$ cat src/rtl/project_activator_pkg.sv
// Shared types, register offsets, field positions and counter widths for project_activator.
package project_activator_pkg;

  typedef enum logic [1:0] {OFF, DRAIN, ON} state_e;

  localparam logic [3:0] REG_CTRL   = 4'h0;
  localparam logic [3:0] REG_GUARD  = 4'h4;
  localparam logic [3:0] REG_STATUS = 4'h8;
  localparam logic [3:0] REG_WDOG   = 4'hC;

  localparam int unsigned IDX_W         = 5;
  localparam int unsigned CTRL_EN_BIT   = 8;
  localparam int unsigned STAT_BUSY_BIT = 8;
  localparam int unsigned STAT_ON_BIT   = 9;
  localparam int unsigned STAT_ERR_BIT  = 16;
  localparam int unsigned STAT_WDOG_BIT = 17;

  // Only idx and en exist in CTRL; everything else reads back as zero.
  localparam logic [31:0] CTRL_MASK = 32'h0000_011F;

  localparam int unsigned GUARD_W = 16;
  localparam int unsigned WDOG_W  = 24;

  // Byte-lane merge of write data onto an existing register value.
  function automatic logic [31:0] merge_bytes(logic [31:0] old_val, logic [31:0] wdata,
                                              logic [3:0] sel);
    logic [31:0] res;
    for (int b = 0; b < 4; b++) begin
      res[8*b +: 8] = sel[b] ? wdata[8*b +: 8] : old_val[8*b +: 8];
    end
    return res;
  endfunction

endpackage

$ cat src/rtl/project_activator_if.sv
// Wishbone slave bus bundle for project_activator.
interface project_activator_if;
  logic        wbs_stb_i;
  logic        wbs_cyc_i;
  logic        wbs_we_i;
  logic [3:0]  wbs_sel_i;
  logic [31:0] wbs_dat_i;
  logic [31:0] wbs_adr_i;
  logic        wbs_ack_o;
  logic [31:0] wbs_dat_o;

  modport master (
    output wbs_stb_i, wbs_cyc_i, wbs_we_i, wbs_sel_i, wbs_dat_i, wbs_adr_i,
    input  wbs_ack_o, wbs_dat_o
  );

  modport slave (
    input  wbs_stb_i, wbs_cyc_i, wbs_we_i, wbs_sel_i, wbs_dat_i, wbs_adr_i,
    output wbs_ack_o, wbs_dat_o
  );
endinterface

$ cat src/rtl/project_activator_regs.sv
// Wishbone decode, single-cycle ack, readback and register storage.
// Watchdog register present only with PROJECT_ACTIVATOR_WATCHDOG_EN defined.
module project_activator_regs
  import project_activator_pkg::*;
#(
  parameter int unsigned        NUM_PROJECTS = 8,
  parameter logic [31:0]        BASE_ADDR    = 32'h3000_0000,
  parameter logic [GUARD_W-1:0] GUARD_RESET  = 16'd16
) (
  input  logic               clk,
  input  logic               rst,
  project_activator_if.slave bus,
  input  logic [IDX_W-1:0]   cur_idx,
  input  logic               busy,
  input  logic               on,
  input  logic               wdog_fire,
  output logic               ctrl_wr,
  output logic [IDX_W-1:0]   ctrl_idx,
  output logic               ctrl_en,
  output logic [GUARD_W-1:0] guard,
  output logic               wdog_wr,
  output logic [WDOG_W-1:0]  wdog_val,
  output logic [WDOG_W-1:0]  wdog_timeout
);

  logic               ack_q;
  logic [31:0]        dat_q;
  logic [31:0]        ctrl_q;
  logic [GUARD_W-1:0] guard_q;
  logic               err_q, err_d;
  logic               wdog_fired;
  logic               hit, wr, ctrl_try, ctrl_bad, guard_wr, err_clr;
  logic [3:0]         off;
  logic [31:0]        ctrl_merged, guard_merged, rdata;
  logic               unused_adr;

  assign unused_adr = ^bus.wbs_adr_i[1:0];

  // A hit while ack is high is dropped so acks never run back to back.
  assign hit = bus.wbs_stb_i && bus.wbs_cyc_i && !ack_q &&
               (bus.wbs_adr_i[31:4] == BASE_ADDR[31:4]);
  assign wr  = hit && bus.wbs_we_i;
  assign off = {bus.wbs_adr_i[3:2], 2'b00};

  assign ctrl_merged  = merge_bytes(ctrl_q, bus.wbs_dat_i, bus.wbs_sel_i) & CTRL_MASK;
  assign guard_merged = merge_bytes({16'b0, guard_q}, bus.wbs_dat_i, bus.wbs_sel_i);

  assign ctrl_try = wr && (off == REG_CTRL);
  assign ctrl_bad = ctrl_try && ctrl_merged[CTRL_EN_BIT] &&
                    ({27'b0, ctrl_merged[IDX_W-1:0]} >= 32'(NUM_PROJECTS));
  assign ctrl_wr  = ctrl_try && !ctrl_bad;
  assign ctrl_idx = ctrl_merged[IDX_W-1:0];
  assign ctrl_en  = ctrl_merged[CTRL_EN_BIT];
  assign guard_wr = wr && (off == REG_GUARD);
  assign guard    = guard_q;
  assign err_clr  = wr && (off == REG_STATUS) && bus.wbs_sel_i[2] &&
                    bus.wbs_dat_i[STAT_ERR_BIT];

  // Error flag: a rejected write beats a simultaneous W1C clear.
  always_comb begin
    err_d = err_q;
    if (ctrl_bad) err_d = 1'b1;
    else if (err_clr) err_d = 1'b0;
  end

  // Readback mux for the addressed register.
  always_comb begin
    rdata = '0;
    case (off)
      REG_CTRL:   rdata = ctrl_q;
      REG_GUARD:  rdata = {16'b0, guard_q};
      REG_STATUS: begin
        rdata[IDX_W-1:0]     = cur_idx;
        rdata[STAT_BUSY_BIT] = busy;
        rdata[STAT_ON_BIT]   = on;
        rdata[STAT_ERR_BIT]  = err_q;
        rdata[STAT_WDOG_BIT] = wdog_fired;
      end
      REG_WDOG:   rdata = {8'b0, wdog_timeout};
      default:    rdata = '0;
    endcase
  end

  // Bus handshake and register storage.
  always_ff @(posedge clk or posedge rst) begin
    if (rst) begin
      ack_q   <= 1'b0;
      dat_q   <= '0;
      ctrl_q  <= '0;
      guard_q <= GUARD_RESET;
      err_q   <= 1'b0;
    end else begin
      ack_q <= hit;
      dat_q <= (hit && !bus.wbs_we_i) ? rdata : '0;
      if (ctrl_wr) ctrl_q <= ctrl_merged;
      else if (wdog_fire) ctrl_q[CTRL_EN_BIT] <= 1'b0;
      if (guard_wr) guard_q <= guard_merged[GUARD_W-1:0];
      err_q <= err_d;
    end
  end

`ifdef PROJECT_ACTIVATOR_WATCHDOG_EN
  logic [WDOG_W-1:0] wdog_q;
  logic              wdog_fired_q;
  logic [31:0]       wdog_merged;

  assign wdog_merged  = merge_bytes({8'b0, wdog_q}, bus.wbs_dat_i, bus.wbs_sel_i);
  assign wdog_wr      = wr && (off == REG_WDOG);
  assign wdog_val     = wdog_merged[WDOG_W-1:0];
  assign wdog_timeout = wdog_q;
  assign wdog_fired   = wdog_fired_q;

  // Watchdog timeout storage and fired flag (set beats W1C clear).
  always_ff @(posedge clk or posedge rst) begin
    if (rst) begin
      wdog_q       <= '0;
      wdog_fired_q <= 1'b0;
    end else begin
      if (wdog_wr) wdog_q <= wdog_val;
      if (wdog_fire) wdog_fired_q <= 1'b1;
      else if (wr && (off == REG_STATUS) && bus.wbs_sel_i[2] && bus.wbs_dat_i[STAT_WDOG_BIT])
        wdog_fired_q <= 1'b0;
    end
  end
`else
  assign wdog_wr      = 1'b0;
  assign wdog_val     = '0;
  assign wdog_timeout = '0;
  assign wdog_fired   = 1'b0;
`endif

  assign bus.wbs_ack_o = ack_q;
  assign bus.wbs_dat_o = dat_q;

endmodule

$ cat src/rtl/project_activator.sv
// Break-before-make one-hot project enable controller with a Wishbone register file.
// Optional watchdog built when PROJECT_ACTIVATOR_WATCHDOG_EN is defined.
module project_activator
  import project_activator_pkg::*;
#(
  parameter int unsigned        NUM_PROJECTS = 8,
  parameter logic [31:0]        BASE_ADDR    = 32'h3000_0000,
  parameter logic [GUARD_W-1:0] GUARD_RESET  = 16'd16
) (
  input  logic                    wb_clk_i,
  input  logic                    wb_rst_i,
  project_activator_if.slave      wbs,
  output logic [NUM_PROJECTS-1:0] active_o,
  output logic                    busy_o,
  output logic                    irq_o
);

  state_e                  state_q, state_d;
  logic [GUARD_W-1:0]      cnt_q, cnt_d;
  logic [IDX_W-1:0]        idx_q, idx_d;
  logic [NUM_PROJECTS-1:0] active_q, active_d;
  logic                    busy_q, busy_d, irq_q, irq_d;
  logic                    ctrl_wr, ctrl_en, wdog_wr, wdog_fire;
  logic [IDX_W-1:0]        ctrl_idx;
  logic [GUARD_W-1:0]      guard;
  logic [WDOG_W-1:0]       wdog_val, wdog_timeout;

  project_activator_regs #(
    .NUM_PROJECTS (NUM_PROJECTS),
    .BASE_ADDR    (BASE_ADDR),
    .GUARD_RESET  (GUARD_RESET)
  ) u_regs (
    .clk          (wb_clk_i),
    .rst          (wb_rst_i),
    .bus          (wbs),
    .cur_idx      (idx_q),
    .busy         (state_q == DRAIN),
    .on           (state_q == ON),
    .wdog_fire    (wdog_fire),
    .ctrl_wr      (ctrl_wr),
    .ctrl_idx     (ctrl_idx),
    .ctrl_en      (ctrl_en),
    .guard        (guard),
    .wdog_wr      (wdog_wr),
    .wdog_val     (wdog_val),
    .wdog_timeout (wdog_timeout)
  );

`ifdef PROJECT_ACTIVATOR_WATCHDOG_EN
  logic [WDOG_W-1:0] wdog_cnt_q, wdog_cnt_d;
`else
  logic unused_wdog;
  assign unused_wdog = wdog_wr ^ (^wdog_val) ^ (^wdog_timeout);
`endif

  // Next state: accepted CTRL writes preempt the guard countdown and the watchdog.
  always_comb begin
    state_d   = state_q;
    cnt_d     = cnt_q;
    idx_d     = idx_q;
    irq_d     = 1'b0;
    wdog_fire = 1'b0;
`ifdef PROJECT_ACTIVATOR_WATCHDOG_EN
    wdog_cnt_d = wdog_cnt_q;
`endif
    if (ctrl_wr) begin
      if (ctrl_en) begin
        idx_d   = ctrl_idx;
        cnt_d   = guard;
        state_d = DRAIN;
      end else begin
        state_d = OFF;
      end
    end else begin
      case (state_q)
        DRAIN: begin
          if (cnt_q == '0) begin
            state_d = ON;
            irq_d   = 1'b1;
          end else begin
            cnt_d = cnt_q - 1'b1;
          end
        end
        ON: begin
`ifdef PROJECT_ACTIVATOR_WATCHDOG_EN
          // Fire in the last permitted ON cycle so the project stays on exactly WDOG cycles.
          if (!wdog_wr && (wdog_timeout != '0) && (wdog_cnt_q <= 24'd1)) begin
            state_d   = OFF;
            wdog_fire = 1'b1;
            irq_d     = 1'b1;
          end
`endif
        end
        default: ;
      endcase
    end
`ifdef PROJECT_ACTIVATOR_WATCHDOG_EN
    if (wdog_wr) wdog_cnt_d = wdog_val;
    else if ((state_d == ON) && (state_q != ON)) wdog_cnt_d = wdog_timeout;
    else if ((state_q == ON) && (wdog_timeout != '0) && (wdog_cnt_q != '0))
      wdog_cnt_d = wdog_cnt_q - 1'b1;
`endif
    active_d = (state_d == ON) ? (NUM_PROJECTS'(1) << idx_d) : '0;
    busy_d   = (state_d == DRAIN);
  end

  // State, counters and registered outputs; reset clears enables immediately.
  always_ff @(posedge wb_clk_i or posedge wb_rst_i) begin
    if (wb_rst_i) begin
      state_q  <= OFF;
      cnt_q    <= '0;
      idx_q    <= '0;
      active_q <= '0;
      busy_q   <= 1'b0;
      irq_q    <= 1'b0;
`ifdef PROJECT_ACTIVATOR_WATCHDOG_EN
      wdog_cnt_q <= '0;
`endif
    end else begin
      state_q  <= state_d;
      cnt_q    <= cnt_d;
      idx_q    <= idx_d;
      active_q <= active_d;
      busy_q   <= busy_d;
      irq_q    <= irq_d;
`ifdef PROJECT_ACTIVATOR_WATCHDOG_EN
      wdog_cnt_q <= wdog_cnt_d;
`endif
    end
  end

  assign active_o = active_q;
  assign busy_o   = busy_q;
  assign irq_o    = irq_q;

endmodule
$ cat src/flat_wrapper.sv
// flat-port wrapper written by rule: the top's interface ports become plain ports
module project_activator_flat import project_activator_pkg::*;
#(
  parameter int unsigned        NUM_PROJECTS = 8,
  parameter logic [31:0]        BASE_ADDR    = 32'h3000_0000,
  parameter logic [GUARD_W-1:0] GUARD_RESET  = 16'd16
)
  (wb_clk_i, wb_rst_i, active_o, busy_o, irq_o, wbs_wbs_stb_i, wbs_wbs_cyc_i, wbs_wbs_we_i, wbs_wbs_sel_i, wbs_wbs_dat_i, wbs_wbs_adr_i, wbs_wbs_ack_o, wbs_wbs_dat_o);
  project_activator_if wbs_i ();
  input  logic wb_clk_i;
  input  logic wb_rst_i;
  output logic [NUM_PROJECTS-1:0] active_o;
  output logic busy_o;
  output logic irq_o;
  input wire logic [$bits(wbs_i.wbs_stb_i)-1:0] wbs_wbs_stb_i;
  input wire logic [$bits(wbs_i.wbs_cyc_i)-1:0] wbs_wbs_cyc_i;
  input wire logic [$bits(wbs_i.wbs_we_i)-1:0] wbs_wbs_we_i;
  input wire logic [$bits(wbs_i.wbs_sel_i)-1:0] wbs_wbs_sel_i;
  input wire logic [$bits(wbs_i.wbs_dat_i)-1:0] wbs_wbs_dat_i;
  input wire logic [$bits(wbs_i.wbs_adr_i)-1:0] wbs_wbs_adr_i;
  output wire logic [$bits(wbs_i.wbs_ack_o)-1:0] wbs_wbs_ack_o;
  output wire logic [$bits(wbs_i.wbs_dat_o)-1:0] wbs_wbs_dat_o;
  assign wbs_i.wbs_stb_i = wbs_wbs_stb_i;
  assign wbs_i.wbs_cyc_i = wbs_wbs_cyc_i;
  assign wbs_i.wbs_we_i = wbs_wbs_we_i;
  assign wbs_i.wbs_sel_i = wbs_wbs_sel_i;
  assign wbs_i.wbs_dat_i = wbs_wbs_dat_i;
  assign wbs_i.wbs_adr_i = wbs_wbs_adr_i;
  assign wbs_wbs_ack_o = wbs_i.wbs_ack_o;
  assign wbs_wbs_dat_o = wbs_i.wbs_dat_o;
  project_activator #(.NUM_PROJECTS(NUM_PROJECTS), .BASE_ADDR(BASE_ADDR), .GUARD_RESET(GUARD_RESET)) u_core (.wb_clk_i(wb_clk_i), .wb_rst_i(wb_rst_i), .wbs(wbs_i), .active_o(active_o), .busy_o(busy_o), .irq_o(irq_o));
endmodule
$ cat config.mk
export PLATFORM = sky130hd
export DESIGN_NAME = project_activator_flat
export DESIGN_NICKNAME = d
export VERILOG_FILES = /design/src/rtl/project_activator_pkg.sv /design/src/rtl/project_activator_if.sv /design/src/rtl/project_activator_regs.sv /design/src/rtl/project_activator.sv /design/src/flat_wrapper.sv
export SDC_FILE = /design/constraint.sdc
export NUM_CORES = 1
export LEC_CHECK = 0
export CORE_MARGIN = 2
export CORE_UTILIZATION = 50
export DETAILED_ROUTE_END_ITERATION = 6
export GPL_ROUTABILITY_DRIVEN = 0
export PLACE_DENSITY = 0.86
export SYNTH_ARGS = -nofsm -noshare
export SYNTH_HDL_FRONTEND = slang
export SYNTH_SLANG_ARGS = --single-unit
$ cat constraint.sdc
create_clock -name wb_clk_i -period 8.04 [get_ports wb_clk_i]
set_clock_uncertainty 0.15 [all_clocks]
set_input_delay 0.804 -clock wb_clk_i [delete_from_list [all_inputs] [get_ports wb_clk_i]]
set_output_delay 0.804 -clock wb_clk_i [all_outputs]
set_load 0.01 [all_outputs]
==> results.txt, run 1 <==
The signal on the critical path passes through clkdlybuf4s50_1 -> or3b_2 -> a211oi_1 -> and3_1 -> mux2i_1 -> inv_1 -> nor4_1. The critical-path maximum fanout is 18, and the number of nets with antenna violations after routing is 0. Worst slack on hold paths: 0.350 ns. The growth of design area from synthesis to finish was 28.1%.

Yosys printed 0 warnings. For this run, the top clock speed supported by timing is 244 MHz. By area, the combinational part of the netlist is dominated by simple AND/OR/NAND/NOR gates.

The buffers plus inverters on the worst setup path came out at 2. The worst register-to-register path has a depth of 6. The tightest min-delay check is of the register to register type. After legalization and detailed placement, the total HPWL measured 5.91 mm. The number of failing hold endpoints at the final stage was 0.

The number of enable-type register cells in the synthesized netlist is 0, and the number of synthesized register bits is 74. Async set or reset register ratio after synthesis: 100%. The tools report the clock root buffer master as clkbuf_8. The logs give 0 for the number of antenna violations at the first check in global routing and 0 ns for the setup TNS. The footprint of the flip-flops and latches is 1850 µm².

At the later pin of the worst-skew pair, clock insertion delay measures 0.34 ns. The clock passes through at most 2 buffers. The logs give 116 for the I/O pin total and 4.85 ns for the reg-to-reg setup timing slack.

For the pin with the worst max-slew slack, the measured transition is 1.16 ns. Of the total synthesized cell area, the portion taken by AND, OR, NAND and NOR gates is 18.9%. The critical path data arrival time is 4.18 ns, and the standard-cell row count is 30. The post-route netlist has 13.3% of its cells at a drive strength greater than 1. TritonCTS built the clock tree.

After detailed routing, the number of vias per cell comes to 5.55. Power spread over the standard cell area amounts to 148 nW/µm². The fraction of the mapped netlist area in compound gates came out at 9.73%.

The most frequent standard cell in the layout excluding fill and tap cells was clkdlybuf4s50_1. Input and output buffers added on the ports amount to 82. The required time of the critical path is 8.12 ns.

The number of global-route vias before repair is 2708. The H-tree generated during clock tree synthesis spans 3 levels. The flow ran to the end, and the final reports show no timing, DRC or antenna violations. The endpoint of the lowest-slack register-to-register path is u_core.active_o[4]$_DFF_PP0_.

After clock tree synthesis, the clock-pin slew on the worst setup and hold paths is 0.07 ns. The clock period could shrink to 4.10 ns. The critical path is of the primary input to register type. Setup repair after global routing left no endpoint under its margin. The worst pin sits at a relative slew slack of 22.3%. The detailed router placed 2862 vias in this run.

Buffers added to address setup during post-CTS repair amount to 0. The number of gates resized after CTS was 0. A synthesized cell averages 10.8 µm². Critical-path cell with the highest stage delay: and3_1.

The number of buffers created by CTS came out at 9. After filler insertion, the fill cell instance count of the layout stands at 532. The internal portion of the total power is 0.000536 W.

The total clock sinks is 74, and the final layout net count is 489. The floorplan step set the die height to 89.0 µm. The area share of fa/ha/maj cells after synthesis is 0.346%. For the sequential power share, the log shows 54.3%. The library cells used most frequently in the layout, excluding fill and tap cells, are clkdlybuf4s50_1, dfrtp_1, nor2_1, mux2_2, a21oi_1. Total die area: 7930 µm². For this run, design rule violations remaining after detail routing come to 0. The fraction of the cycle the final worst path needs is 51.0%. Following the worst setup path forward leads to its endpoint at u_core.active_o[4]$_DFF_PP0_. The final-report setup violation count is 0. The kind of start point of the critical path is a primary input. The diode insertion count for antenna repair was 0. The static leakage was 2.05 nW; the net switching component of the power was 0.000149 W.

Summed over all layers, the routed wires come to 8.36 mm. The starting density of the core is 52.3%, and the average wire per cell in the routed design is 16.2 µm. The tools report the initial DRC count as 203. In this run the worst setup path begins at wbs_wbs_adr_i[2]. For this run, the detailed router's first-pass iteration total came to 4. The tools report the worst ir drop on vdd as 0.0811 mV. The share of total power dissipated in combinational logic is 7.1%. The die is 89.0 µm wide.

The worst setup path is captured at a register. The multi-input combinational cells in the finished layout cover a total of 1590 µm². Source of the worst register-to-register timing path: u_core.u_regs.ctrl_q[3]$_DFFE_PP0P_. The placeable core region came out at 6910 µm².

The kind of cell with the highest combined delay along the critical path is simple AND/OR/NAND/NOR gates. After clock tree synthesis, the flow added hold-fix buffers numbering 0. The cell depth of the worst setup path is 7, and the number of distinct library cells after synthesis is 56.

The worst stage delay on the critical path is 0.78 ns, and the share of cell area taken by muxes after synthesis is 13.3%. The switching share of power works out to 21.7%. The first global-routing pass estimated 13.0 mm of wire. Summing the sequential cell areas from Yosys gives 51.3% of the chip area. The sum of overflow across all layers after global routing was 0; the largest net degree at the start of global routing was 75. The part of the power in the clock network is 38.6%, and the total count of max-transition violations in the final report is 0. The global-route total usage across every layer is 21.7%. The mapped netlist covers 3610 µm².

The most used flip-flop cell after synthesis is dfrtp_1. The post-synthesis share of cell area spent on xor and xnor gates was 0%; the count of max-cap constraint violations was 0. After technology mapping, the gate count stands at 334.
==> final cells by class <==
cell class / instances / area share, %
flip-flops and latches: 74 / 40.0
multi-input cells: 234 / 34.4
repair buffers: 85 / 18.2
clock buffers: 14 / 3.73
well taps: 96 / 2.59
inverters: 11 / 0.891
clock inverters: 2 / 0.216
==> per-stage QoR <==
stage | setup slack [ns] | utilization, % | power (W) | instances | area (µm²)
2_1_floorplan | 5.02 | - | 0.000402 | 348 | 3670
3_3_place_gp | 3.76 | 64.4 | 0.000427 | 500 | 4450
3_5_place_dp | 3.62 | 64.4 | 0.000428 | 500 | 4450
4_1_cts | 3.99 | 67.1 | 0.000690 | 516 | 4630
5_1_grt | 3.73 | 67.1 | 0.000710 | 516 | 4630
6_report | 3.94 | 67.1 | 0.000685 | 516 | 4630
==> synthesized netlist by cell type, types with 3 or more instances <==
cell type	instances	area [µm²]
or3_1	4	25.0
mux2_2	24	270
clkbuf_1	5	18.8
and2_1	11	68.8
a311oi_1	4	35.0
buf_2	6	30.0
nor2b_1	3	18.8
inv_1	10	37.5
dfrtp_1	73	1830
a31oi_1	3	18.8
nand4_1	4	25.0
mux2i_1	21	210
a211oi_1	6	45.0
nand2_1	16	60.1
nor4_1	13	81.3
nand2b_1	3	18.8
and4_1	6	52.6
nand3_1	6	30.0
buf_4	15	113
a21oi_1	23	115
nor3_1	8	40.0
nor2_1	28	105
==> layer usage <==
layer	vias up	track usage [%]	share of wire [%]
li1	1339	-	-
met1	1377	28.6	42
met2	138	35.5	49
met3	8	5.26	7.5
met4	0	7.33	1.4
met5	-	0	0
==> power by group through the flow <==
stage          registers, W  clock network (W)  logic [W]
6_report           0.000372           0.000264  0.0000483
5_1_grt            0.000372           0.000285  0.0000527
4_1_cts            0.000372           0.000269  0.0000489
3_5_place_dp       0.000379                  0  0.0000486
3_3_place_gp       0.000379                  0  0.0000479
2_1_floorplan      0.000379                  0  0.0000225
==> worst reg2reg max path: cells and delay by family, from the launching register on <==
kind | cells | cell delay, ns
AND/OR/NAND/NOR | 3 | 1.44
multiplexers | 1 | 0.49
AO/OA/AOI/OAI | 1 | 0.42
flip-flops | 1 | 0.41
buffers and inverters | 1 | 0.18
==> worst min-delay path by stage <==
| stage | from | end | slack (ns) | depth (start not counted) |
|---|---|---|---|---|
| after global placement | u_core.u_regs.err_q$_DFFE_PP0P_ | u_core.u_regs.err_q$_DFFE_PP0P_ | 0.33 | 1 |
| after floorplan | u_core.u_regs.err_q$_DFFE_PP0P_ | u_core.u_regs.err_q$_DFFE_PP0P_ | 0.32 | 1 |
| after CTS | u_core.u_regs.err_q$_DFFE_PP0P_ | u_core.u_regs.bus.wbs_dat_o[16]$_DFF_PP0_ | 0.35 | 2 |
| after global routing | u_core.u_regs.err_q$_DFFE_PP0P_ | u_core.u_regs.bus.wbs_dat_o[16]$_DFF_PP0_ | 0.36 | 2 |
| final | u_core.u_regs.err_q$_DFFE_PP0P_ | u_core.u_regs.bus.wbs_dat_o[16]$_DFF_PP0_ | 0.35 | 2 |
| after detailed placement | u_core.u_regs.err_q$_DFFE_PP0P_ | u_core.u_regs.err_q$_DFFE_PP0P_ | 0.34 | 1 |
==> sequential cells by signal (all words and copies together) (netlist names), 2 cells and up <==
name / cells
u_core.active_o: 8
u_core.cnt_q: 16
u_core.idx_q: 5
u_core.state_q: 2
u_core.u_regs.bus.wbs_dat_o: 17
u_core.u_regs.ctrl_q: 6
u_core.u_regs.guard: 16
==> cell families (layout without fill, tap and decap cells) <==
group | after synthesis | count (layout)
AO/OA/AOI/OAI | 53 | 53
adder cells (fa/ha/maj) | 1 | 1
buffers and inverters | 40 | 112
flip-flops | 74 | 74
multiplexers | 45 | 45
other | 1 | 15
AND/OR/NAND/NOR | 120 | 120
No activity file was read; power rests on OpenSTA's default activity.
==> run 2: changes to the inputs <==
CORE_UTILIZATION = 46   (was 50)
PLACE_DENSITY = 0.8   (was 0.86)
clock period = 4.3 ns   (was 8.04 ns; I/O delays follow)
==> run 2 against run 1 <==
Compared with the run above:
- first-iteration DRC count is 8.4% lower
- combinational power is 91% higher
- sequential power is 87% higher
- routed wire length is 1.7% higher
- final area is 2.0% higher
- critical path depth is 1 lower
- clock power is 130% higher
- critical path type unchanged
- critical endpoint is now u_core.u_regs.ctrl_q[4]$_DFFE_PP0P_
- largest power group unchanged
==> results.txt, run 2 (synthesis gave the netlist of run 1 again) <==
The tools report the total count of max-transition violations in the final report as 0 (unchanged). The I/O pin total came out at 116 (unchanged). Pin slew with the least headroom to its limit: 0.709 ns (-0.454 ns). Placed wire-length estimate after detailed placement: 6.08 mm (+3.0%).

The number of placed cells counting well taps was 511 (+2.2%); the number of global-route vias before repair was 2933 (+8.3%). Relative contribution of combinational cells to total power: 6.6% (-0.5 points). The library cells used most frequently in the layout, excluding fill and tap cells, are clkdlybuf4s50_1, dfrtp_1, nor2_1, mux2_2, a21oi_1. TritonCTS built the clock tree. The worst setup path is of the primary input to register kind. The run gives 1.25 ns (-3.60 ns) as the reg-to-reg setup timing slack.

The run gives 0 (unchanged) as the count of max-cap constraint violations. The clock slew seen by the registers of the worst setup and hold paths is 0.07 ns (about the same). The number of buffers created by CTS is 9 (unchanged). Critical-path cell with the highest stage delay: clkdlybuf4s50_1. The global routing usage on met3 is 3.25% (-2.0 points). The number of optimization iterations in the first detailed-route pass was 4 (unchanged).

The total of hold buffers inserted after clock tree synthesis was 0 (unchanged). The required time of the critical path came out at 4.38 ns (-3.74 ns). The average wire per cell in the routed design is 16.1 µm (-0.42%), and the starting density of the core is 47.0% (-5.3 points). The number of failing hold endpoints at the final stage is 0 (unchanged).

The tools report the number of non-filler instances in the completed layout as 527 (+2.1%). Worst ir drop on vdd: 0.123 mV (+52%). The setup TNS is 0 ns (unchanged). The run gives 0 (unchanged) as the number of nets with antenna violations after routing.

For the net switching component of the power, the log shows 0.000284 W (+91%). Average via count per standard cell: 5.49 (-1.1%). The tools report the met1 demand-to-capacity share in global routing as 24.7% (-3.9 points).

The worst stage delay on the critical path is 0.60 ns (-0.18 ns). The worst setup path is captured at a register. The logs give 186 (-8.4%) for the initial DRC count and 20.3% (-1.4 points) for the global-route total usage across every layer. Met2 track demand over resource: 36.0% (+0.53 points).

The number of cells upsized or downsized after cts came out at 0 (unchanged). The standard-cell row count came out at 32 (+6.7%). Source of the worst register-to-register timing path: u_core.cnt_q[6]$_DFFE_PP0P_. The run gives 7690 µm² (+11%) as the placeable core region.

The global-route wire length before repair was 13.6 mm (+5.0%). The tools report the setup slack after layout as 1.15 ns (-2.79 ns). The critical path goes through clkdlybuf4s50_1 -> or3b_2 -> nor4_2 -> buf_4 -> and2_0 -> mux2_2. The total power per unit cell area was 294 nW/µm² (+99%); the overall die width was 92.6 µm (+4.1%).

The routing layer with the top usage in global route is met2. The length in cells of the worst reg-to-reg path works out to 9 (+3). The worst path in the final design needs a cycle of 3.15 ns, including I/O delays and setup.

The flow ran to the end, and the final reports show no timing, DRC or antenna violations. The diode insertion count for antenna repair is 0 (unchanged). For the sequential power share, the log shows 50.1% (-4.2 points). The number of antenna violations at the first check in global routing was 0 (unchanged); the upper clock frequency limit was 317 MHz. The via count of the routed design was 2891 (+1.0%). The static leakage is 2.10 nW (+2.2%), and the fraction of layout instances using a drive strength above 1 is 14.6% (+1.3 points). The switching share of power was 20.4% (-1.3 points); the flip-flop count of the largest register after layout was 17 (unchanged).

The total internal power is 0.00111 W (+110%), and the critical path data arrival time is 3.23 ns (-0.95 ns). The chip height works out to 92.6 µm (+4.1%). The clock latency of the later-clocked register in the worst-skew pair was 0.35 ns (about the same). The DRC violations left is 0 (unchanged).

The critical-path maximum fanout is 29 (+11), and the final-report setup violation count is 0 (unchanged). The tools report the total die area as 8580 µm² (+8.3%). The growth of design area from synthesis to finish was 30.7%; the number of buffers inserted by post-CTS setup repair was 0 (unchanged). Number of buffers between clock root and the deepest sink: 2 (unchanged). Clock tree synthesis selected as its root buffer the cell clkbuf_8. The final critical path takes up 73.2% of the cycle. Endpoint of the lowest-slack register-to-register path: u_core.cnt_q[9]$_DFFE_PP0P_. The run gives 74 (unchanged) as the total clock sinks. The number of H-tree levels is 3 (unchanged).

The tools report the part of the power in the clock network as 43.3% (+4.7 points). The tools report the worst slew margin relative to its limit as 52.7% (+30 points). The largest net degree at the start of global routing is 47 (-37%). The sum of overflow across all layers after global routing is 0 (unchanged), and the worst slack after detailed placement is 0.864 ns (-2.76 ns). The most frequent standard cell in the layout excluding fill and tap cells was clkdlybuf4s50_1.

The overall routed net length came out at 8.50 mm (+1.7%). The kind of start point of the critical path was a primary input. The tightest min-delay check is of the primary input to async pin type. Setup repair after global routing left no endpoint under its margin. Final layout net count: 494 (+1.0%). Number of buffer cells added on primary ports: 82 (unchanged).
==> run 2: metal layers <==
metal,vias to the layer above,part of all wire [%]
met5,-,0
met4,0,0.94
met3,7,7.3
met2,105,51
met1,1421,41
li1,1358,-
==> run 2: final cells by class <==
| type | count | area, µm² |
|---|---|---|
| multi-input cells | 234 | 1590 |
| clock buffers | 12 | 155 |
| well taps | 102 | 128 |
| repair buffers | 90 | 881 |
| clock inverters | 4 | 73.8 |
| flip-flops and latches | 74 | 1850 |
| inverters | 11 | 41.3 |
| fillers | 617 | 2960 |
==> run 2: power by group through the flow <==
stage | sequential [W] | combinational, W | clock, W
4_1_cts | 0.000695 | 0.0000932 | 0.000616
5_1_grt | 0.000695 | 0.000100 | 0.000639
3_3_place_gp | 0.000709 | 0.0000909 | 0
6_report | 0.000696 | 0.0000921 | 0.000602
2_1_floorplan | 0.000709 | 0.0000420 | 0
3_5_place_dp | 0.000709 | 0.0000925 | 0
==> run 2: per-stage QoR <==
step | area (µm²) | total power, W | hold slack, ns | util (%)
final | 4720 | 0.00139 | 0.325 | 61.4
after global routing | 4720 | 0.00143 | 0.376 | 61.4
after CTS | 4720 | 0.00140 | 0.340 | 61.4
after detailed placement | 4490 | 0.000802 | 0.340 | 58.5
after global placement | 4490 | 0.000800 | 0.338 | 58.5
after floorplan | 3670 | 0.000751 | 0.316 | -
==> run 2: worst max-delay path by stage <==
stage | startpoint | endpoint | slack (ns) | cells after the start
4_1_cts | wbs_wbs_adr_i[3] | u_core.u_regs.ctrl_q[4]$_DFFE_PP0P_ | 1.19 | 6
3_5_place_dp | wbs_wbs_adr_i[3] | u_core.active_o[4]$_DFF_PP0_ | 0.86 | 7
2_1_floorplan | wbs_wbs_adr_i[3] | u_core.active_o[4]$_DFF_PP0_ | 1.65 | 8
6_report | wbs_wbs_adr_i[3] | u_core.u_regs.ctrl_q[4]$_DFFE_PP0P_ | 1.15 | 6
3_3_place_gp | wbs_wbs_adr_i[3] | u_core.u_regs.ctrl_q[0]$_DFFE_PP0P_ | 0.87 | 6
5_1_grt | wbs_wbs_stb_i | u_core.u_regs.ctrl_q[4]$_DFFE_PP0P_ | 1.03 | 7
==> run 2: worst max-delay path: cells and delay by family <==
| kind | cells | cell delay, ns |
|---|---|---|
| buf+inv | 2 | 1.03 |
| simple gates | 3 | 1.37 |
| mux | 1 | 0.39 |
==> RTL change (settings of run 2) <==
Build with the macro `PROJECT_ACTIVATOR_WATCHDOG_EN` defined.
--- a/src/rtl/project_activator_regs.sv
+++ b/src/rtl/project_activator_regs.sv
@@ -1,4 +1,6 @@
 // Wishbone decode, single-cycle ack, readback and register storage.
 // Watchdog register present only with PROJECT_ACTIVATOR_WATCHDOG_EN defined.
+`define PROJECT_ACTIVATOR_WATCHDOG_EN
+
 module project_activator_regs
   import project_activator_pkg::*;
Behaviour: not the same (Yosys sat finds a counterexample within 4 cycles, from zero or initial values and one cycle with wb_rst_i high).
==> RTL change against run 2 <==
Power rose by 100%. Sequential cell count up 56. Sequential share of layout area fell by 1.1 points. Die area rose by 82%. Worst setup slack got worse by 0.56 ns. Routed wire length is 120% higher. Combinational power grew 44%. Area after synthesis grew 86%. Sequential power grew 75%. Fmax shrank 15%. Final cell count is 86% higher. Design area is 81% higher. Via count increased by 110%. Critical endpoint is now u_core.wdog_cnt_q[5]$_DFFE_PP0P_.
==> RTL change: results (changes against run 2) <==
Synth cell types -> 63 (+13%)
Tcrit/Tclk final -> 86.4% (+13 points)
CP Max Fanout -> 6 (-79%)
HPWL Detailed -> 13.4 mm (+120%)
Drt initial violations -> 748 (+300%)
Status -> finished clean
Flop2flop setup slack -> 0.59 ns (-0.66 ns)
Met2 Track Usage GR -> 38.1% (+2.1 points)
Largest net degree at the start of global routing -> 95 (+100%)
Vias in the first global route -> 5788 (+97%)
Seq/Total Area, Yosys -> 48.3% (-2.9 points)
Port buffer count -> 96 (+17%)
Leak -> 3.68 nW (+76%)
Clk Tree Root Cell -> clkbuf_16
Nets -> 862 (+74%)
Met3 Use GR -> 6.85% (+3.6 points)
Worst Setup EP -> u_core.wdog_cnt_q[5]$_DFFE_PP0P_
Via Count -> 5949 (+110%)
Drt pass-1 iters -> 6 (+2)
DR WL met2 -> 8.69 mm (+100%)
Reg2Reg Depth -> 10 (+1)
RR Endpoint -> u_core.wdog_cnt_q[5]$_DFFE_PP0P_
H-tree levels -> 4 (+1)
Commonest cells post-synth -> dfrtp_1 (129), nor2_1 (75), nand2_1 (57), o21ai_0 (36), mux2_2 (33)
M1 wire length -> 8.21 mm (+140%)
First-pass GRT wire length -> 30.9 mm (+130%)
Slew headroom -> 48.3% (-4.4 points)
Clk Latency, worst-skew pair -> 0.43 ns (+0.08 ns)
Met3 wire len -> 1.74 mm (+180%)
Synth top area cells -> dfrtp_1 (48%), mux2_2 (5.5%), nor2_1 (4.2%), mux2i_1 (3.3%), nand2_1 (3.2%)
Number of CTS-inserted buffers -> 17 (+8)
[RTL change: cell types whose count changed in the layout (fill, tap and decap cells not counted), sizes merged, moves of 8 or more]
| cell | delta |
|---|---|
| nand3 | +20 |
| buf | +11 |
| clkdlybuf4s50 | +14 |
| nand4 | +8 |
| o21ai | +33 |
| or4 | +8 |
| nor3 | +21 |
| nand2 | +40 |
| nor4 | +10 |
| mux2 | +9 |
| inv | +11 |
| nor2 | +46 |
| clkbuf | +9 |
| dfrtp | +56 |
[RTL change: how the worst min path moves through the flow]
stage | start | end | slack (ns) | cells past startpoint
6_report | wb_rst_i | u_core.u_regs.wdog_timeout[18]$_DFFE_PP0P_ | 0.24 | 2
3_5_place_dp | u_core.idx_q[4]$_DFF_PP0_ | u_core.idx_q[4]$_DFF_PP0_ | 0.35 | 1
4_1_cts | wb_rst_i | u_core.u_regs.wdog_timeout[18]$_DFFE_PP0P_ | 0.26 | 2
3_3_place_gp | u_core.cnt_q[8]$_DFFE_PP0P_ | u_core.cnt_q[8]$_DFFE_PP0P_ | 0.34 | 2
2_1_floorplan | u_core.cnt_q[8]$_DFFE_PP0P_ | u_core.cnt_q[8]$_DFFE_PP0P_ | 0.31 | 2
5_1_grt | wb_rst_i | u_core.u_regs.wdog_timeout[18]$_DFFE_PP0P_ | 0.29 | 2
[RTL change: report_power, final]
group / total, W / switching, W / internal [W] / leakage [nW]
sequential: 0.00122 / 0.00000000000495 / 0.00122 / 1.71
clock: 0.00142 / 0.000568 / 0.000857 / 0.270
combinational: 0.000133 / 0.0000683 / 0.0000650 / 1.70
total: 0.00278 / 0.000636 / 0.00215 / 3.68
[RTL change: layout make-up]
cell class / instances / area (sq um)
sequential: 130 / 3250
fill: 1202 / 5900
clock inverter: 11 / 103
inverter: 20 / 77.6
tap: 184 / 230
multi-input combinational: 499 / 3250
timing repair buffer: 115 / 1130
clock buffer: 21 / 480
[RTL change: metrics by stage]
step,power [W],std cells,cell area [sq um],utilization (%),hold WS [ns]
after floorplan,0.00130,688,6760,-,0.312
final,0.00278,980,8530,59.1,0.235
after CTS,0.00279,980,8530,59.1,0.257
after detailed placement,0.00138,948,7950,55.1,0.353
after global routing,0.00286,980,8530,59.1,0.295
after global placement,0.00138,948,7950,55.1,0.336
[RTL change: worst register-to-register path: stages, from the launching register on]
cell and delay (ns):
dfrtp_1 0.37, inv_1 0.10, ha_1 0.23, nor4b_1 0.48
nand4_1 0.32, o21ai_0 0.48, nand4_1 0.38, mux2i_1 0.59
buf_4 0.24, a22oi_1 0.07, a211oi_1 0.22
[RTL change: kinds of logic after synthesis]
kind of cell	Yosys count	share of synthesized area [%]
simple gates	287	21.7
flops	130	48.3
compound gates	128	13.1
mux	61	10.8
buf+inv	59	3.81
xor+xnor	9	1.17
fa+ha+maj	6	1.12
other cells	1	0.0557
